### config.mk
export PLATFORM = sky130hd
export DESIGN_NAME = ro_freq_meter
export DESIGN_NICKNAME = d
export VERILOG_FILES = /design/src/rtl/ro_meter_pkg.sv /design/src/rtl/ro_sync_edge.sv /design/src/rtl/ro_freq_meter.sv
export SDC_FILE = /design/constraint.sdc
export NUM_CORES = 1
export LEC_CHECK = 0
export CAP_MARGIN = 40
export CORE_ASPECT_RATIO = 1.75
export CORE_MARGIN = 3
export CORE_UTILIZATION = 25
export DETAILED_ROUTE_END_ITERATION = 6
export PLACE_DENSITY_LB_ADDON = 0.2
export SKIP_CTS_REPAIR_TIMING = 1
export SLEW_MARGIN = 25
export SYNTH_ARGS = -nofsm -noshare
export SYNTH_HDL_FRONTEND = slang
export SYNTH_SLANG_ARGS = --single-unit
### constraint.sdc
create_clock -name wb_clk_i -period 7 [get_ports wb_clk_i]
set_input_delay 2.1 -clock wb_clk_i [delete_from_list [all_inputs] [get_ports wb_clk_i]]
set_output_delay 2.1 -clock wb_clk_i [all_outputs]
set_load 0.1 [all_outputs]
### src/rtl/ro_meter_pkg.sv
`default_nettype none
// ============================================================================
// Module  : ro_meter_pkg
// Purpose : Shared types and default parameter constants for the
//           ring-oscillator frequency meter (ro_freq_meter, ro_sync_edge).
// Contents: state_t   - measurement FSM state encoding
//           DEF_*     - default values for the top-level parameters
// Revision: 1.0 - initial release
// ============================================================================
package ro_meter_pkg;

  // Measurement FSM states, explicit 2-bit encoding.
  typedef enum logic [1:0] {
    ST_IDLE   = 2'd0,
    ST_SETTLE = 2'd1,
    ST_COUNT  = 2'd2,
    ST_DONE   = 2'd3
  } state_t;

  localparam int DEF_NUM_CH      = 16;
  localparam int DEF_WIN_W       = 16;
  localparam int DEF_CNT_W       = 24;
  localparam int DEF_SYNC_STAGES = 2;

endpackage : ro_meter_pkg
`default_nettype wire

### src/rtl/ro_sync_edge.sv
`default_nettype none
// ============================================================================
// Module  : ro_sync_edge
// Purpose : SYNC_STAGES-deep synchronizer for one asynchronous oscillator
//           signal, followed by a previous-sample register used for rising
//           edge detection.
// Ports   : clk       - sampling clock
//           rst       - synchronous active-high reset (all flops to 0)
//           async_i   - asynchronous input (selected oscillator)
//           load_prev - copy synchronizer output into the previous-sample
//                       register without reporting an edge
//           count_en  - counting window active; enables edge_o and keeps
//                       the previous-sample register tracking
//           edge_o    - rising edge seen this cycle (combinational)
// Revision: 1.0 - initial release
// ============================================================================
module ro_sync_edge #(
  parameter int SYNC_STAGES = 2
) (
  input  logic clk,
  input  logic rst,
  input  logic async_i,
  input  logic load_prev,
  input  logic count_en,
  output logic edge_o
);

  logic [SYNC_STAGES-1:0] sync_q, sync_d;
  logic                   prev_q, prev_d;
  logic                   sync_out;

  assign sync_out = sync_q[SYNC_STAGES-1];

  always_comb begin
    sync_d = {sync_q[SYNC_STAGES-2:0], async_i};
    prev_d = prev_q;
    // prev tracks the synchronizer only while it matters; loading it at the
    // end of settling means the first counted cycle compares like with like.
    if (load_prev || count_en) begin
      prev_d = sync_out;
    end
  end

  assign edge_o = count_en & sync_out & ~prev_q;

  always_ff @(posedge clk) begin
    if (rst) begin
      sync_q <= '0;
      prev_q <= 1'b0;
    end else begin
      sync_q <= sync_d;
      prev_q <= prev_d;
    end
  end

endmodule : ro_sync_edge
`default_nettype wire

### src/rtl/ro_freq_meter.sv
`default_nettype none
// ============================================================================
// Module  : ro_freq_meter
// Purpose : N-channel ring-oscillator frequency meter. Selects one of NUM_CH
//           oscillators, synchronizes it, and counts its rising edges over a
//           programmable window of wb_clk_i cycles. The raw selected
//           oscillator is also forwarded combinationally on mux_out.
// Ports   : wb_clk_i  - clock
//           wb_rst_i  - synchronous active-high reset
//           ro_in     - asynchronous oscillator outputs
//           sel       - channel to measure / channel driven onto mux_out
//           win_len   - window length in cycles (sampled on accepted start)
//           start     - measurement request, accepted only in IDLE
//           busy      - measurement in progress
//           done      - one-cycle pulse when a result is published
//           count     - rising edges counted in the last window (saturating)
//           count_ch  - channel that count belongs to
//           overflow  - last window saturated count
//           mux_out   - raw ro_in[sel], 0 for sel >= NUM_CH
// Config  : RO_FREQ_METER_AUTO_SCAN_EN - when defined, an accepted start scans
//           from sel up to NUM_CH-1, publishing one result per channel.
// Notes   : Results are valid only for oscillator frequencies below half the
//           clock frequency; faster inputs alias.
// Revision: 1.0 - initial release
// ============================================================================
module ro_freq_meter
  import ro_meter_pkg::*;
#(
  parameter int NUM_CH      = DEF_NUM_CH,
  parameter int CH_W        = $clog2(NUM_CH),
  parameter int WIN_W       = DEF_WIN_W,
  parameter int CNT_W       = DEF_CNT_W,
  parameter int SYNC_STAGES = DEF_SYNC_STAGES
) (
  input  logic              wb_clk_i,
  input  logic              wb_rst_i,
  input  logic [NUM_CH-1:0] ro_in,
  input  logic [CH_W-1:0]   sel,
  input  logic [WIN_W-1:0]  win_len,
  input  logic              start,
  output logic              busy,
  output logic              done,
  output logic [CNT_W-1:0]  count,
  output logic [CH_W-1:0]   count_ch,
  output logic              overflow,
  output logic              mux_out
);

  localparam int NPAD  = 1 << CH_W;
  localparam int SET_W = $clog2(SYNC_STAGES + 1);
  localparam logic [SET_W-1:0] SETTLE_LAST = SET_W'(SYNC_STAGES);
`ifdef RO_FREQ_METER_AUTO_SCAN_EN
  localparam logic [CH_W-1:0]  LAST_CH     = CH_W'(NUM_CH - 1);
`endif

  // Pad the oscillator vector to a power of two so out-of-range channel
  // indices read a constant 0 instead of indexing past the port.
  logic [NPAD-1:0] ro_pad;

  generate
    if (NPAD > NUM_CH) begin : g_pad
      assign ro_pad = {{(NPAD - NUM_CH){1'b0}}, ro_in};
    end else begin : g_nopad
      assign ro_pad = ro_in;
    end
  endgenerate

  assign mux_out = ro_pad[sel];

  state_t             state_q,    state_d;
  logic [CH_W-1:0]    ch_q,       ch_d;
  logic [WIN_W-1:0]   win_q,      win_d;
  logic [WIN_W-1:0]   win_rem_q,  win_rem_d;
  logic [SET_W-1:0]   settle_q,   settle_d;
  logic [CNT_W-1:0]   cnt_q,      cnt_d;
  logic               ovf_q,      ovf_d;
  logic               busy_q,     busy_d;
  logic               done_q,     done_d;
  logic [CNT_W-1:0]   count_q,    count_d;
  logic [CH_W-1:0]    count_ch_q, count_ch_d;
  logic               overflow_q, overflow_d;

  logic meas_in;
  logic load_prev;
  logic count_en;
  logic edge_det;

  // The measurement path uses the latched channel, not the live select.
  assign meas_in  = ro_pad[ch_q];
  assign count_en = (state_q == ST_COUNT);

  ro_sync_edge #(
    .SYNC_STAGES (SYNC_STAGES)
  ) u_sync_edge (
    .clk       (wb_clk_i),
    .rst       (wb_rst_i),
    .async_i   (meas_in),
    .load_prev (load_prev),
    .count_en  (count_en),
    .edge_o    (edge_det)
  );

  always_comb begin
    state_d    = state_q;
    ch_d       = ch_q;
    win_d      = win_q;
    win_rem_d  = win_rem_q;
    settle_d   = settle_q;
    cnt_d      = cnt_q;
    ovf_d      = ovf_q;
    busy_d     = busy_q;
    done_d     = 1'b0;
    count_d    = count_q;
    count_ch_d = count_ch_q;
    overflow_d = overflow_q;
    load_prev  = 1'b0;

    case (state_q)
      ST_IDLE: begin
        if (start) begin
          ch_d     = sel;
          win_d    = win_len;
          settle_d = '0;
          busy_d   = 1'b1;
          state_d  = ST_SETTLE;
        end
      end

      ST_SETTLE: begin
        cnt_d = '0;
        ovf_d = 1'b0;
        if (settle_q == SETTLE_LAST) begin
          load_prev = 1'b1;
          win_rem_d = win_q;
          state_d   = (win_q == '0) ? ST_DONE : ST_COUNT;
        end else begin
          settle_d = settle_q + SET_W'(1);
        end
      end

      ST_COUNT: begin
        if (edge_det) begin
          if (&cnt_q) begin
            ovf_d = 1'b1;
          end else begin
            cnt_d = cnt_q + CNT_W'(1);
          end
        end
        if (win_rem_q == WIN_W'(1)) begin
          state_d = ST_DONE;
        end else begin
          win_rem_d = win_rem_q - WIN_W'(1);
        end
      end

      ST_DONE: begin
`ifdef RO_FREQ_METER_AUTO_SCAN_EN
        if (ch_q < LAST_CH) begin
          ch_d     = ch_q + CH_W'(1);
          settle_d = '0;
          state_d  = ST_SETTLE;
        end else begin
          state_d  = ST_IDLE;
        end
`else
        state_d = ST_IDLE;
`endif
      end

      default: state_d = ST_IDLE;
    endcase

    // Publish on entry to DONE so the outputs change in the done cycle and
    // include any edge counted on the final COUNT cycle.
    if (state_d == ST_DONE) begin
      done_d     = 1'b1;
      count_d    = cnt_d;
      overflow_d = ovf_d;
      count_ch_d = ch_q;
`ifdef RO_FREQ_METER_AUTO_SCAN_EN
      busy_d     = (ch_q < LAST_CH);
`else
      busy_d     = 1'b0;
`endif
    end
  end

  always_ff @(posedge wb_clk_i) begin
    if (wb_rst_i) begin
      state_q    <= ST_IDLE;
      ch_q       <= '0;
      win_q      <= '0;
      win_rem_q  <= '0;
      settle_q   <= '0;
      cnt_q      <= '0;
      ovf_q      <= 1'b0;
      busy_q     <= 1'b0;
      done_q     <= 1'b0;
      count_q    <= '0;
      count_ch_q <= '0;
      overflow_q <= 1'b0;
    end else begin
      state_q    <= state_d;
      ch_q       <= ch_d;
      win_q      <= win_d;
      win_rem_q  <= win_rem_d;
      settle_q   <= settle_d;
      cnt_q      <= cnt_d;
      ovf_q      <= ovf_d;
      busy_q     <= busy_d;
      done_q     <= done_d;
      count_q    <= count_d;
      count_ch_q <= count_ch_d;
      overflow_q <= overflow_d;
    end
  end

  assign busy     = busy_q;
  assign done     = done_q;
  assign count    = count_q;
  assign count_ch = count_ch_q;
  assign overflow = overflow_q;

endmodule : ro_freq_meter
`default_nettype wire

== Yosys cells after proc, flatten, opt, wreduce, memory -nomap -nowiden ==
Cells that the tools add are included.
Widths: inputs -> output; s select.

* Add/sub/neg operators: 3
* Magnitude comparators: 2
* Equality and inequality tests: 10
* Muxes and demuxes: 24
* Bitwise gates (word level): 3
* Reduce and logical (&&, ||, !) cells: 10

{| class="wikitable"
|+ Operators by type and width
! kind !! number
|-
| $mux 24 || 2
|-
| $pmux 24 s2 || 1
|-
| $mux 16 || 2
|-
| $pmux 16 s2 || 1
|-
| $add 24x1->24 const B || 1
|-
| $reduce_and 24->1 || 1
|-
| $eq 16x1->1 const B || 1
|-
| $logic_not 16->1 || 1
|-
| $sub 16x1->16 const B || 1
|-
| $lt 4x5->1 const B || 2
|-
| $mux 2 || 5
|-
| $bmux 1 s4 || 2
|-
| $eq 2x2->1 const B || 4
|-
| $mux 1 || 8
|-
| $ne 2x2->1 const B || 4
|-
| $pmux 2 s4 || 1
|-
| $reduce_and 3->1 || 2
|-
| $pmux 2 s2 || 1
|-
| $reduce_bool 2->1 || 2
|-
| $add 2x1->2 const B || 1
|-
| $and 1x1->1 || 2
|-
| $eq 2x1->1 const B || 1
|-
| $logic_not 2->1 || 1
|-
| $pmux 1 s2 || 1
|-
| other kinds (4) || 4
|}

* Bits in registers: 99
* Output and inout bits: 32
* Word-level logic and storage cells: 66

== Longest topological paths before layout ==
Gate-level depths: netlist of run 1.

* Depth in word-level cells: 6
* Mapped depth: 10

== Hierarchy ==
A second synthesis of run 1 with hierarchy kept.

* Cells, all modules: 532
* Area, all modules: 4560.6 um^2

{| class="wikitable"
|+ Modules (own cells, without submodules)
! module !! times used !! cells an instance !! area an instance (um^2) !! sequential area each (um^2)
|-
| ro_freq_meter || 1 || 522 || 4461.8 || 1921.8
|-
| ro_sync_edge || 1 || 10 || 98.8 || 60.1
|}

== Worst setup path before layout of run 1 ==
Ideal clock, no wire load.

* Path kind: input port to output port
* Start: input sel[0]
* End: output mux_out
* Data arrival time: 3.631 ns
* Required time: 4.900 ns
* Slack: 1.269 ns
* Stages on the path: 3
* Path buffers: 1
* Cell sequence: clkbuf_1 mux4_2 mux4_2

* Word-level cells in the longest chain between the ends: 2

{| class="wikitable"
|+ RTL lines
! what !! line !! source
|-
| start: declaration || ro_freq_meter.sv:38 || <nowiki>input logic [CH_W-1:0] sel,</nowiki>
|-
| $bmux 1 s4 || ro_freq_meter.sv:68 || <nowiki>assign mux_out = ro_pad[sel];</nowiki>
|-
| $mux 1 (not written as such) || ro_freq_meter.sv:68 ||
|-
| end: declaration || ro_freq_meter.sv:46 || <nowiki>output logic mux_out</nowiki>
|}

No other way between the ends. The select of a mux whose other input is x is not followed.

== Worst setup path in the final report of run 1 ==
Same ends and word-level chain as after synthesis.

==> flow_summary.json, run 1 <==
{
  "outcome": "finished, final reports clean",
  "cts_tree": "built",
  "wl_met2_um": 7280,
  "irDropWorstVdd_mv": 0.127,
  "cp-end-kind": "output port",
  "netlist_instances": 540,
  "avgSynthCellArea_um2": 8.72,
  "clock_latency_ps": 340,
  "drt_iter0_drc": 164,
  "hold_end": "u_sync_edge.sync_q[1]",
  "drcViolationCount": 0,
  "antenna_found_initial": 0,
  "synth.top_cell.area_share_pct": 42.1,
  "setup_tns_ps": 0,
  "dieArea_mm2": 0.0206,
  "vias": 4251,
  "grt_max_degree": 54,
  "fin_crit_ps": 6140,
  "fin_crit_sh_pct": 87.7,
  "tightest_slew_ps": 832,
  "viasPerCell": 4.93,
  "critPathKind": "primary input to output port",
  "reg2reg_slack_ps": 4080,
  "r2r-start": "state_q[0]",
  "h-tree-depth": 3,
  "fin_worst_skew_ps": 6.21,
  "synth-compound-area-share_pct": 18.2,
  "min_path_type": "flop to flop",
  "synth_top_cell_by_area": "dfxtp_1",
  "p_total_w": 0.00131,
  "finalSetupViolCount": 0,
  "place.gp.congestion": 0.821,
  "diodes": 0,
  "cts_num_sinks": 99,
  "synthFlopType": "dfxtp_1",
  "synth_common_cells": "99 x dfxtp_1, 80 x nand2_1, 54 x nor2_1",
  "finalHoldViolCount": 0,
  "ff2ff_path_depth": 10,
  "die_h_um": 188,
  "instances_no_fill": 863,
  "seq_area_frac_synth_pct": 42.1,
  "max_cap_violations": 0,
  "synth_edf_count": 0,
  "synth_nets": 586,
  "multiInputGateArea_mm2": 0.00253,
  "final_util_pct": 35.3,
  "rsz0062_at_grt": "false",
  "cp-start-kind": "primary input",
  "num-fill-cells": 1884,
  "hpwlAfterDp_um": 9700,
  "required_ps": 4900,
  "port_buffers": 70,
  "p_per_area_mw_per_mm2": 203,
  "yosysMostFrequentCell": "dfxtp_1",
  "hold_depth": 1,
  "max_slew_margin_pct": 44.0,
  "areaGrowthSynthToFinish_pct": 37.2,
  "max_clock_freq_mhz": 163,
  "seq_area_mm2": 0.00198,
  "top_layer": "met4",
  "grt_util_all_layers_pct": 13.0,
  "dp_cells": 847,
  "grt-ovfl-total": 0,
  "crit_fanout": 5,
  "core_mm2": 0.0183,
  "synthesis.area_mm2": 0.00471,
  "grt_pass1_vias": 4238,
  "muxShareOfSynthArea_pct": 6.32,
  "timing.final.max_slew_violations": 0,
  "leakage_nw": 2.28,
  "ctsLongestPathBuffers": 2,
  "layout-drive-gt1-share_pct": 13.7,
  "holdWs_ps": 454,
  "fp.dieW_um": 110,
  "wl_per_cell_um": 15.0,
  "antenna_left": 0,
  "synth-simple-area-share_pct": 24.1,
  "pin_count": 71,
  "rows": 65,
  "ys_async_sr_fraction_pct": 0,
  "numCtsBuffers": 9,
  "grt_pass1_wl_um": 21000,
  "totalWireLength_um": 13000,
  "synthAdderAreaFrac_pct": 1.86,
  "fin_nets": 671,
  "clk_pin_slew_worst_paths_ps": 70,
  "min-delay-start": "u_sync_edge.sync_q[0]",
  "root_buffer": "clkbuf_16",
  "wl_met1_um": 4870,
  "route.met3.wl_um": 322,
  "synth_top_family_by_area": "simple AND/OR/NAND/NOR gates",
  "synthTopCellsByArea": "dfxtp_1 42%, nand2_1 6.4%, a21oi_1 4.9%",
  "drt_pre_antenna_iters": 4,
  "cp_data_arrival_time_ps": 4040,
  "r2r_end": "count[15]",
  "yosysWarnings": 0,
  "start_util_pct": 25.7,
  "synth-seq-cells": 99,
  "yosysUniqueCellTypes": 67,
  "synth-xor-area-share_pct": 3.16
}
[metrics by stage]
step	instance area (um^2)	setup WS [ps]
after floorplan	4710	1270
after global placement	5570	914
after detailed placement	6130	849
after CTS	6450	850
after global routing	6460	803
final	6460	864
[per-layer routing]
metal  global-route usage, %  up-vias
li1                        -     2115
met1                    13.8     2026
met2                    24.3       84
met3                    1.86       26
met4                    6.34        0
met5                       0        -
[worst max path at each step]
stage | from | end | slack [ps] | depth (start not counted)
5_1_grt | sel[0] | mux_out | 800 | 4
2_1_floorplan | sel[0] | mux_out | 1270 | 3
6_report | sel[0] | mux_out | 860 | 4
3_5_place_dp | sel[0] | mux_out | 850 | 4
4_1_cts | sel[0] | mux_out | 850 | 4
3_3_place_gp | sel[0] | mux_out | 910 | 4
[worst max-delay path, stage by stage]
cell	delay [ps]
clkdlybuf4s50_1	650
mux4_2	560
mux4_2	470
buf_4	250
[report_power, final]
part           switching [W]  internal [W]  total, W
clock network       0.000220      0.000313  0.000533
registers          0.0000177      0.000581  0.000599
logic               0.000105     0.0000736  0.000178
[cells in the final DEF, fill, tap and decap left out, types with 2 or more instances in the layout]
master            n
and2_1            3
or4_1             3
nand2_1          80
a22oi_1           2
o21ai_0          12
a22o_1            2
buf_4             4
a211o_1           4
o211ai_1          3
buf_16            8
nand4_1          10
a211oi_1         11
or3_1             5
mux2_2            2
nor4_1            8
o22ai_1           9
a31oi_1           2
clkbuf_16         9
mux2i_1           5
buf_8            24
nor2_1           54
nor3_1           14
o31ai_1          15
a21oi_1          46
a31o_2            6
o2bb2ai_1         2
xnor2_1           6
dfxtp_1          99
mux4_2           10
nor2b_1          10
o21ai_1           3
ha_1              7
nand2b_1          3
inv_1            11
clkdlybuf4s50_1  68
bufinv_16         2
o21bai_1          2
xor2_1           11
nand3_1          20
[logic make-up (layout without fill, tap and decap cells)]
| family | after synthesis | after routing |
|---|---|---|
| and+or+nand+nor | 227 | 227 |
| AOI/OAI and AO/OA | 130 | 130 |
| DFF | 99 | 99 |
| buffers and inverters | 43 | 132 |
| xor gates and xnor gates | 17 | 17 |
| muxes | 17 | 17 |
| adders and majority gates | 7 | 7 |
[layout make-up]
cell class	count	share of cell area, %
clock buffer	9	3.48
clock inverter	6	1.39
inverter	12	0.697
multi-input combinational	398	39.2
sequential	99	30.7
tap	234	4.53
timing repair buffer	105	20.1
[state kept, by name, summed over array words and instances (netlist names)]
name / cells
busy: 1
ch_q: 4
cnt_q: 24
count: 24
count_ch: 4
done: 1
overflow: 1
ovf_q: 1
settle_q: 2
state_q: 2
u_sync_edge.prev_q: 1
u_sync_edge.sync_q: 2
win_q: 16
win_rem_q: 16
Note: power is estimated with default switching activity, not from simulation.
==> run 2: changes to the inputs <==
--- a/config.mk
+++ b/config.mk
@@ -5,11 +5,13 @@
 export SDC_FILE = /design/constraint.sdc
 export NUM_CORES = 1
 export LEC_CHECK = 0
+export ABC_AREA = 1
 export CAP_MARGIN = 40
 export CORE_ASPECT_RATIO = 1.75
 export CORE_MARGIN = 3
 export CORE_UTILIZATION = 25
 export DETAILED_ROUTE_END_ITERATION = 6
+export GPL_ROUTABILITY_DRIVEN = 1
 export PLACE_DENSITY_LB_ADDON = 0.2
 export SKIP_CTS_REPAIR_TIMING = 1
 export SLEW_MARGIN = 25
==> constraint.sdc (replaced) <==
create_clock -name wb_clk_i -period 5 [get_ports wb_clk_i]
set_input_delay 1.5 -clock wb_clk_i [delete_from_list [all_inputs] [get_ports wb_clk_i]]
set_output_delay 1.5 -clock wb_clk_i [all_outputs]
set_load 0.1 [all_outputs]
==> flow_summary.json, run 2 <==
{
  "outcome": "finished, final reports clean",
  "dp_cells": 1065,
  "yosysMostFrequentCell": "nand2_1",
  "cp-start-kind": "primary input",
  "seq_area_frac_synth_pct": 39.4,
  "critPathMaxStageDelay_ps": 740,
  "cpMostUsedCell": "nor2_1",
  "layout_commonest_cell": "nand2_1",
  "max_cap_violations": 0,
  "yosysWarnings": 0,
  "die_h_um": 194,
  "clk_pin_slew_worst_paths_ps": 70,
  "cts_tree": "built",
  "irDropWorstVdd_mv": 0.135,
  "power_frac_comb_pct": 16.4,
  "yosysUniqueCellTypes": 41,
  "timing.final.max_slew_violations": 0,
  "switching_share_pct": 30.1,
  "p_int_w": 0.00129,
  "numCtsBuffers": 9,
  "avgSynthCellArea_um2": 6.81,
  "areaGrowthSynthToFinish_pct": 34.9,
  "cp-end-kind": "output port",
  "final_cell_mix": "169 x nand2_1, 108 x nor2_1, 99 x dfxtp_1, 72 x inv_1, 69 x clkdlybuf4s50_1",
  "synthesis.area_mm2": 0.00503,
  "crit_chain": "clkdlybuf4s50_1, inv_1, nor2_1, nor2_1, o221ai_1, nand2_1, buf_12",
  "fin_nets": 877,
  "port_buffers": 70,
  "antenna_left": 0,
  "grt_max_degree": 30,
  "diodes": 0,
  "fp.dieW_um": 113,
  "grt-ovfl-total": 0,
  "fin_worst_skew_ps": 12.7,
  "h-tree-depth": 3,
  "p_per_area_mw_per_mm2": 271,
  "ys_async_sr_fraction_pct": 0,
  "crit_fanout": 15,
  "synth_edf_count": 0,
  "synth-seq-cells": 99,
  "synthFlopType": "dfxtp_1",
  "grt_pass1_wl_um": 24800,
  "clkPwrFrac_pct": 37.2,
  "finalHoldViolCount": 0,
  "synthTopCellsByArea": "dfxtp_1 39%, nand2_1 13%, nor2_1 8.1%",
  "vias": 4945,
  "core_mm2": 0.0197,
  "grt_util_all_layers_pct": 14.2,
  "p_sw_w": 0.000553,
  "synth_top_cell_by_area": "dfxtp_1",
  "drt_pre_antenna_iters": 4,
  "ctsLongestPathBuffers": 2,
  "totalWireLength_um": 15100,
  "netlist_instances": 739,
  "critPathKind": "primary input to output port",
  "tightest_slew_ps": 684,
  "place.gp.congestion": 0.873,
  "pin_count": 71,
  "synth_nets": 785,
  "clock_latency_ps": 350,
  "met2_usage_pct": 29.5,
  "required_ps": 3500,
  "antenna_found_initial": 0,
  "cp_slowest_cell": "clkdlybuf4s50_1",
  "start_util_pct": 25.5,
  "synth.top_cell.area_share_pct": 39.4,
  "fin_crit_sh_pct": 91.2,
  "busiest_layer": "met2",
  "leakage_nw": 2.69,
  "dieArea_mm2": 0.0219,
  "drt_iter0_drc": 140,
  "max_clock_freq_mhz": 219,
  "layout-drive-gt1-share_pct": 9.57,
  "fin_crit_ps": 4560,
  "min_path_type": "flop to flop",
  "drcViolationCount": 0,
  "setup_tns_ps": 0,
  "root_buffer": "clkbuf_16",
  "gr-usage-met3_pct": 1.78,
  "finalSetupViolCount": 0,
  "use_met1_pct": 13.2,
  "rows": 68,
  "viasPerCell": 4.57,
  "rsz0062_at_grt": "false",
  "num-fill-cells": 2200,
  "cp_data_arrival_time_ps": 3060,
  "seq_area_mm2": 0.00198,
  "grt_pass1_vias": 5153,
  "cts_num_sinks": 99,
  "wl_per_cell_um": 14.0,
  "multiInputGateArea_mm2": 0.00263,
  "hpwlAfterDp_um": 12000,
  "max_slew_margin_pct": 54.2,
  "instances_no_fill": 1081,
  "synth_common_cells": "169 x nand2_1, 108 x nor2_1, 99 x dfxtp_1",
  "seqPwrFrac_pct": 46.4
}
[run 2: cell types whose count changed in the layout (fill, tap and decap cells not counted), sizes merged, moves of 12 or more]
| cell | previous run | this run |
|---|---|---|
| inv | 12 | 81 |
| and3 | 1 | 13 |
| nand3 | 21 | 55 |
| nand2 | 80 | 173 |
| nor2 | 54 | 118 |
| o21ai | 16 | 67 |
| o31ai | 15 | 0 |
[run 2: final timing paths]
| kind | startpoint | slack, ps | cells past startpoint | end |
|---|---|---|---|---|
| hold reg to reg | u_sync_edge.sync_q[0] | 410 | 2 | u_sync_edge.sync_q[1] |
| setup reg to reg | state_q[0] | 2130 | 13 | win_rem_q[10] |
| setup / recovery | sel[0] | 440 | 7 | mux_out |
| hold / removal | u_sync_edge.sync_q[0] | 410 | 2 | u_sync_edge.sync_q[1] |
[run 2: kinds of logic after synthesis]
| kind of cell | after synthesis | share of synthesized area (%) |
|---|---|---|
| AND/OR/NAND/NOR | 396 | 35.5 |
| AO/OA/AOI/OAI | 130 | 14.3 |
| buffers and inverters | 103 | 8.36 |
| flip-flops | 99 | 39.4 |
| adder cells (fa/ha/maj) | 7 | 1.74 |
| XOR/XNOR | 4 | 0.696 |
[run 2: per-layer routing]
| metal | vias to the layer above | share of wire [%] |
|---|---|---|
| met1 | 2262 | 35 |
| met4 | 0 | 2.9 |
| met2 | 59 | 60 |
| met3 | 25 | 1.7 |
| met5 | - | 0 |
| li1 | 2599 | - |
[run 2: power groups by stage]
| stage | clock (W) | combinational (W) | sequential, W |
|---|---|---|---|
| final | 0.000684 | 0.000301 | 0.000853 |
| after global routing | 0.000729 | 0.000342 | 0.000859 |
| after CTS | 0.000704 | 0.000307 | 0.000854 |
| after detailed placement | 0 | 0.000306 | 0.000872 |
| after global placement | 0 | 0.000301 | 0.000872 |
| after floorplan | 0 | 0.000204 | 0.000866 |
[run 2: cell type report]
cell class,count,area share [%]
clock inverter,6,0.793
clock buffer,10,3.37
timing repair buffer,106,19.0
inverter,78,4.39
tap,245,4.52
multi-input combinational,537,38.7
sequential,99,29.2
[run 2: worst max-delay path, delay by kind of cell]
family | cells | cell delay, ps
buf+inv | 3 | 1050
compound gates | 1 | 180
simple gates | 3 | 310
[run 2: metrics by stage]
step | hold slack (ps) | instance area (um^2) | worst slack [ps] | utilization [%] | power, W
2_1_floorplan | 388 | 5030 | 766 | - | 0.00107
3_3_place_gp | 389 | 5960 | 436 | 30.2 | 0.00117
3_5_place_dp | 397 | 6500 | 436 | 32.9 | 0.00118
4_1_cts | 409 | 6790 | 429 | 34.4 | 0.00187
5_1_grt | 438 | 6790 | 282 | 34.4 | 0.00193
6_report | 407 | 6790 | 438 | 34.4 | 0.00184
